<file path="config.mk">
export PLATFORM = sky130hd
export DESIGN_NAME = cpu_module_mem
export DESIGN_NICKNAME = d
export VERILOG_FILES = /design/src/rtl/cpu_module_mem.sv
export SDC_FILE = /design/constraint.sdc
export NUM_CORES = 1
export LEC_CHECK = 0
export BUFFER_PORTS_ARGS = -buffer_cell sky130_fd_sc_hd__buf_2
export CAP_MARGIN = 40
export CORE_ASPECT_RATIO = 1.5
export CORE_UTILIZATION = 46
export CTS_BUF_LIST = sky130_fd_sc_hd__clkbuf_16
export CTS_CLUSTER_DIAMETER = 80
export DETAILED_ROUTE_END_ITERATION = 8
export GPL_ROUTABILITY_DRIVEN = 0
export GPL_TIMING_DRIVEN = 0
export PLACE_DENSITY = 0.82
export SLEW_MARGIN = 20
export SYNTH_ARGS = -nofsm -noshare
export SYNTH_HDL_FRONTEND = slang
export SYNTH_SLANG_ARGS = --single-unit
export TNS_END_PERCENT = 10
</file>
<file path="constraint.sdc">
create_clock -name clk -period 2.39 [get_ports clk]
set_input_delay 0.239 -clock clk [delete_from_list [all_inputs] [get_ports clk]]
set_output_delay 0.239 -clock clk [all_outputs]
set_load 0.01 [all_outputs]
</file>
<file path="src/rtl/cpu_module_mem.sv">
// -----------------------------------------------------------------------------
// cpu_module_mem
//
// MEM stage of the pipelined MIPS core, merged with the MEM/WB pipeline
// register. It runs a req/ack handshake with a variable-latency data memory,
// builds byte enables and replicated store lanes, and aligns and extends the
// returned load data. While an access is outstanding it stalls the upstream
// stages and injects bubbles into MEM/WB. An access that sees no ack for
// TIMEOUT BUSY cycles is aborted and reported as a bus error.
//
// Parameters
//   TIMEOUT        BUSY cycles without dmem_ack before abort (1..1023)
//
// Ports
//   clk, rst_n                       clock, asynchronous active-low reset
//   valid_mem .. LoadSigned_mem      EX/MEM fields of the instruction in MEM
//   dmem_req/we/addr/be/wdata        request side of the data-memory port
//   dmem_ack, dmem_rdata             response side (rdata valid with ack)
//   stall_mem                        hold PC, IF/ID, ID/EX and EX/MEM
//   valid_wb .. MemDout_wb           MEM/WB register for the write-back mux
//   AdErr_wb, BusErr_wb              one-cycle error pulses (misaligned, abort)
// -----------------------------------------------------------------------------
module cpu_module_mem #(
  parameter int unsigned TIMEOUT = 255
) (
  input  logic        clk,
  input  logic        rst_n,
  // EX/MEM fields
  input  logic        valid_mem,
  input  logic        MemRead_mem,
  input  logic        MemWrite_mem,
  input  logic        MemtoReg_mem,
  input  logic        RegWrite_mem,
  input  logic [4:0]  WriteReg_mem,
  input  logic [31:0] ALUResult_mem,
  input  logic [31:0] StoreData_mem,
  input  logic [1:0]  MemSize_mem,
  input  logic        LoadSigned_mem,
  // data memory port
  output logic        dmem_req,
  output logic        dmem_we,
  output logic [31:0] dmem_addr,
  output logic [3:0]  dmem_be,
  output logic [31:0] dmem_wdata,
  input  logic        dmem_ack,
  input  logic [31:0] dmem_rdata,
  // pipeline control
  output logic        stall_mem,
  // MEM/WB register
  output logic        valid_wb,
  output logic        RegWrite_wb,
  output logic        MemtoReg_wb,
  output logic [4:0]  WriteReg_wb,
  output logic [31:0] ALUResult_wb,
  output logic [31:0] MemDout_wb,
  output logic        AdErr_wb,
  output logic        BusErr_wb
);

  localparam logic [9:0] TIMEOUT_CNT = 10'(TIMEOUT);

  // MemSize_mem encodings; 2'b11 falls through to word everywhere.
  localparam logic [1:0] SIZE_HALF = 2'b01;
  localparam logic [1:0] SIZE_BYTE = 2'b10;

  typedef enum logic {
    IDLE,
    BUSY
  } state_t;

  state_t      state, state_next;
  logic [9:0]  cnt, cnt_next;

  logic        memop;
  logic        is_half;
  logic        is_byte;
  logic        is_word;
  logic        mis;
  logic        abort;
  logic        retire_valid;
  logic        load_retire;
  logic [7:0]  load_byte;
  logic [15:0] load_half;
  logic [31:0] load_data;

  // ---------------------------------------------------------------------------
  // Access classification
  // ---------------------------------------------------------------------------
  assign memop   = valid_mem & (MemRead_mem | MemWrite_mem);
  assign is_half = (MemSize_mem == SIZE_HALF);
  assign is_byte = (MemSize_mem == SIZE_BYTE);
  assign is_word = ~is_half & ~is_byte;

  // Misaligned accesses are decided purely from the address; they never reach
  // the memory and never stall.
  assign mis = memop & ((is_half & ALUResult_mem[0]) |
                        (is_word & (ALUResult_mem[1:0] != 2'b00)));

  // Timeout abort is combinational so req and stall drop in the same cycle the
  // limit is reached; an ack in that very cycle still completes the access.
  assign abort = (state == BUSY) & (cnt == TIMEOUT_CNT) & ~dmem_ack;

  // ---------------------------------------------------------------------------
  // Request side. EX/MEM is frozen by stall_mem, so these stay stable for the
  // whole access without any local capture register.
  // ---------------------------------------------------------------------------
  assign dmem_req  = memop & ~mis & ~abort;
  assign dmem_we   = valid_mem & MemWrite_mem;
  assign dmem_addr = {ALUResult_mem[31:2], 2'b00};
  assign stall_mem = dmem_req & ~dmem_ack;

  // Store lanes are little-endian: lane 0 is bits [7:0]. Sub-word store data
  // is replicated across all lanes so the memory only has to honour dmem_be.
  always_comb begin
    // NOTE: every output of a combinational block gets a default first so no
    // path leaves it unassigned, which would infer a latch.
    dmem_be    = 4'b1111;
    dmem_wdata = StoreData_mem;
    if (MemWrite_mem) begin
      if (is_half) begin
        dmem_be    = 4'b0011 << {ALUResult_mem[1], 1'b0};
        dmem_wdata = {2{StoreData_mem[15:0]}};
      end else if (is_byte) begin
        dmem_be    = 4'b0001 << ALUResult_mem[1:0];
        dmem_wdata = {4{StoreData_mem[7:0]}};
      end
    end
  end

  // ---------------------------------------------------------------------------
  // Load alignment and extension
  // ---------------------------------------------------------------------------
  always_comb begin
    load_byte = dmem_rdata[{ALUResult_mem[1:0], 3'b000} +: 8];
    load_half = ALUResult_mem[1] ? dmem_rdata[31:16] : dmem_rdata[15:0];
    load_data = dmem_rdata;
    if (is_half) begin
      load_data = {{16{LoadSigned_mem & load_half[15]}}, load_half};
    end else if (is_byte) begin
      load_data = {{24{LoadSigned_mem & load_byte[7]}}, load_byte};
    end
  end

  // ---------------------------------------------------------------------------
  // Handshake FSM
  // ---------------------------------------------------------------------------
  always_comb begin
    state_next = state;
    cnt_next   = cnt;
    unique case (state)
      IDLE: begin
        if (dmem_req & ~dmem_ack) begin
          state_next = BUSY;
          cnt_next   = 10'd1;
        end
      end
      BUSY: begin
        // A dropped request covers the abort cycle, and also recovers if the
        // instruction ever disappears from MEM while we wait.
        if (dmem_ack | ~dmem_req) begin
          state_next = IDLE;
          cnt_next   = 10'd0;
        end else begin
          cnt_next = cnt + 10'd1;
        end
      end
      default: begin
        state_next = IDLE;
        cnt_next   = 10'd0;
      end
    endcase
  end

  always_ff @(posedge clk or negedge rst_n) begin
    // NOTE: sequential state uses non-blocking assignments so every register
    // samples pre-edge values regardless of block ordering.
    if (!rst_n) begin
      state <= IDLE;
      cnt   <= 10'd0;
    end else begin
      state <= state_next;
      cnt   <= cnt_next;
    end
  end

  // ---------------------------------------------------------------------------
  // MEM/WB register
  // ---------------------------------------------------------------------------
  // With stall_mem low, any aligned memop in MEM has its ack this cycle (or
  // was aborted), so a retiring load always has valid dmem_rdata.
  assign retire_valid = valid_mem & ~mis & ~abort;
  assign load_retire  = retire_valid & MemRead_mem;

  always_ff @(posedge clk or negedge rst_n) begin
    if (!rst_n) begin
      valid_wb     <= 1'b0;
      RegWrite_wb  <= 1'b0;
      MemtoReg_wb  <= 1'b0;
      WriteReg_wb  <= 5'd0;
      ALUResult_wb <= 32'd0;
      MemDout_wb   <= 32'd0;
      AdErr_wb     <= 1'b0;
      BusErr_wb    <= 1'b0;
    end else if (stall_mem) begin
      // Bubble into WB; the data fields are don't-care and simply hold.
      valid_wb    <= 1'b0;
      RegWrite_wb <= 1'b0;
      AdErr_wb    <= 1'b0;
      BusErr_wb   <= 1'b0;
    end else begin
      valid_wb     <= retire_valid;
      RegWrite_wb  <= RegWrite_mem & retire_valid;
      MemtoReg_wb  <= MemtoReg_mem;
      WriteReg_wb  <= WriteReg_mem;
      ALUResult_wb <= ALUResult_mem;
      AdErr_wb     <= mis;
      BusErr_wb    <= abort;
      if (load_retire) begin
        MemDout_wb <= load_data;
      end
    end
  end

endmodule

</file>
==> flow_metrics.tcl <==
set metrics [dict create \
    outcome "completed" \
    core.rowCount 45 \
    worstSetupStartpoint "MemSize_mem[0]" \
    post-cts-setup-buffers 0 \
    rrSetupSlack_ns 0.32 \
    worstHoldStart "WriteReg_mem[1]" \
    powerDensity_nw_per_um2 637 \
    synthCells 494 \
    netlist_top_cells_area "dfrtp_1 (43%), mux2_1 (8.0%), buf_4 (6.2%)" \
    dpl.hpwl_mm 12.3 \
    fp.dieH_um 129 \
    setup_violations 0 \
    drt_wl_total_mm 15.1 \
    layout_common_cells "buf_2 (260), dfrtp_1 (85), o21ai_0 (60)" \
    htree_levels 3 \
    grt_max_degree 46 \
    tightest_slew_ns 0.626 \
    nets 875 \
    cap_violations 0 \
    clock_path_buffers 2 \
    min_period_over_period 0.990 \
    r2r_end "ALUResult_wb[30]" \
    cts_tree "done" \
    grt_pass1_wl_mm 23.6 \
    initial_core_util 0.481 \
    slew_viol_final 0 \
    worstPathArrival_ns 2.13 \
    port_buffers 252 \
    timing.rr.start "cnt[8]" \
    drtPass1Iterations 8 \
    cts_made_buffers 9 \
    period_minus_slack_ns 2.37 \
    vias_per_cell 5.39 \
    synth_edf_count 0 \
    layout-drive-gt1-share 0.450 \
    clk_pin_slew_worst_paths_ns 0.06 \
    clock-skew-final_ns 0.00947 \
    hold_viol 0 \
    synth_top_area_share 0.431 \
    dieArea_um2 11200 \
    clock-sinks 85 \
    required_ns 2.15 \
    core_um2 10200 \
    yosys.cell_types.count 49 \
    grt_pass1_vias 4816 \
    cts_root_buf "clkbuf_16" \
    die_w_um 86.6 \
    yosys_register_bits 85 \
    clkLatencyLatePin_ns 0.33 \
    hold_class "in -> reg" \
    ir_worst_vdd_v 0.000301 \
    drt-initial-drc-count 225 \
    synthArstFlopShare 1.00 \
    drtAntennaViolNets 0 \
    whs_ns 0.124 \
    synth_warnings 0 \
    yosys.area.top_type "dfrtp_1" \
    drt-wirelength-per-cell_um 16.7 \
    setup.worst_path.end "dmem_wdata[9]" \
    final_area_um2 6720 \
    antenna_found_initial 1 \
    synth_ff_type "dfrtp_1" \
    drc 0 \
    ys_seq_area_frac 0.431 \
    overflow 0 \
    via_count 4898 \
    grtUsageTotal 0.276 \
    max_freq_mhz 422 \
    endpoint_kind "output pin" \
    criticalPathCategory "in -> out" \
    placedInstanceArea_um2 6400 \
    reg2reg_depth 6 \
    syn_avg_cell_area_um2 9.99 \
    syn-cell-area_um2 4930 \
    crit_fanout 10 \
    cp-start-kind "primary input" \
    syn_to_final_growth_pct 36.2 \
    final_common_cell "buf_2" \
    io_pins 257 \
    p_leak_nw 3.34 \
    worst_slew_margin_rel 0.581 \
    rsz0062_at_grt "yes" \
]
-- how the worst min path moves through the flow --
stage	slack [ns]	end	cells after the start
after floorplan	-0.06	ALUResult_wb[0]	0
after global placement	0.46	WriteReg_wb[3]	2
after detailed placement	0.26	AdErr_wb	1
after CTS	0.12	WriteReg_wb[1]	2
after global routing	0.13	WriteReg_wb[3]	2
final	0.12	WriteReg_wb[1]	2
-- power by group --
group	switching, mW	internal (mW)	total, mW
sequential	0.111	1.65	1.76
combinational	0.610	0.550	1.16
clock	0.555	0.803	1.36
-- synth_stat cells, drive strengths merged, types with 3 or more instances --
| cell type | count |
|---|---|
| a21oi | 18 |
| a221oi | 9 |
| and2 | 20 |
| and3 | 3 |
| buf | 57 |
| clkbuf | 16 |
| dfrtp | 85 |
| ha | 3 |
| inv | 21 |
| mux2 | 48 |
| mux2i | 16 |
| nand2 | 34 |
| nand2b | 4 |
| nand3 | 17 |
| nand4 | 5 |
| nor2 | 4 |
| nor3 | 6 |
| o21ai | 63 |
| o221ai | 3 |
| o22a | 23 |
| o22ai | 8 |
| o2bb2ai | 7 |
-- flip-flops by register name, indices dropped and copies added (netlist names) --
| name | count |
|---|---|
| cnt | 10 |
| state | 1 |
| MemDout_wb | 32 |
| AdErr_wb | 1 |
| ALUResult_wb | 32 |
| MemtoReg_wb | 1 |
| WriteReg_wb | 5 |
| RegWrite_wb | 1 |
| valid_wb | 1 |
| BusErr_wb | 1 |
-- logic make-up (layout without fill, tap and decap cells) --
kind of cell	after synthesis	count (layout)	share of synthesized area
fa+ha+maj	3	3	0.00761
mux	64	64	0.144
simple gates	102	102	0.111
flops	85	85	0.431
other cells	1	4	0.000760
buf+inv	94	364	0.116
xor+xnor	2	2	0.00355
compound gates	143	143	0.186
-- critical path, cell delays in order --
cell and delay (ns):
buf_2 0.10, inv_1 0.05, ha_1 0.19, clkbuf_1 0.38
nand3_1 0.40, clkbuf_1 0.33, o21ai_0 0.26, buf_2 0.17
-- layer usage --
metal | wire, um | global-route usage
met5 | 0 | 0
met2 | 8270 | 0.534
met3 | 1130 | 0.0526
met4 | 527 | 0.129
met1 | 5190 | 0.279
-- final cells by class --
cell class              instances  area [um^2]
plain buffers                  73          497
well taps                     141          176
fillers                       862         3530
multi-input cells             316         2240
clock inverters                 7         67.6
clock buffers                   9          225
repair buffers                254         1300
diodes                          2         5.00
inverters                      21         78.8
flip-flops and latches         85         2130
-- per-stage QoR --
step / cells / util / setup WS, ns / setup TNS (ns) / power [mW]
2_1_floorplan: 495 / - / 0.542 / 0 / 2.38
3_3_place_gp: 888 / 0.622 / -0.0416 / -0.0416 / 2.91
3_5_place_dp: 889 / 0.625 / -0.0955 / -0.236 / 2.95
4_1_cts: 906 / 0.655 / 0.0555 / 0 / 4.31
5_1_grt: 907 / 0.655 / -0.0627 / -0.199 / 4.50
6_report: 908 / 0.656 / 0.0228 / 0 / 4.28
-- what timing repair did --
| action | CTS | global route |
|---|---|---|
| pin swaps | 0 | 2 |
| hold endpoints to repair | 40 | 0 |
| setup endpoints to repair | 7 | 12 |
| gates resized for setup | 1 | 2 |
| hold buffers | 1 | 0 |
(Power assumes the default switching activity.)
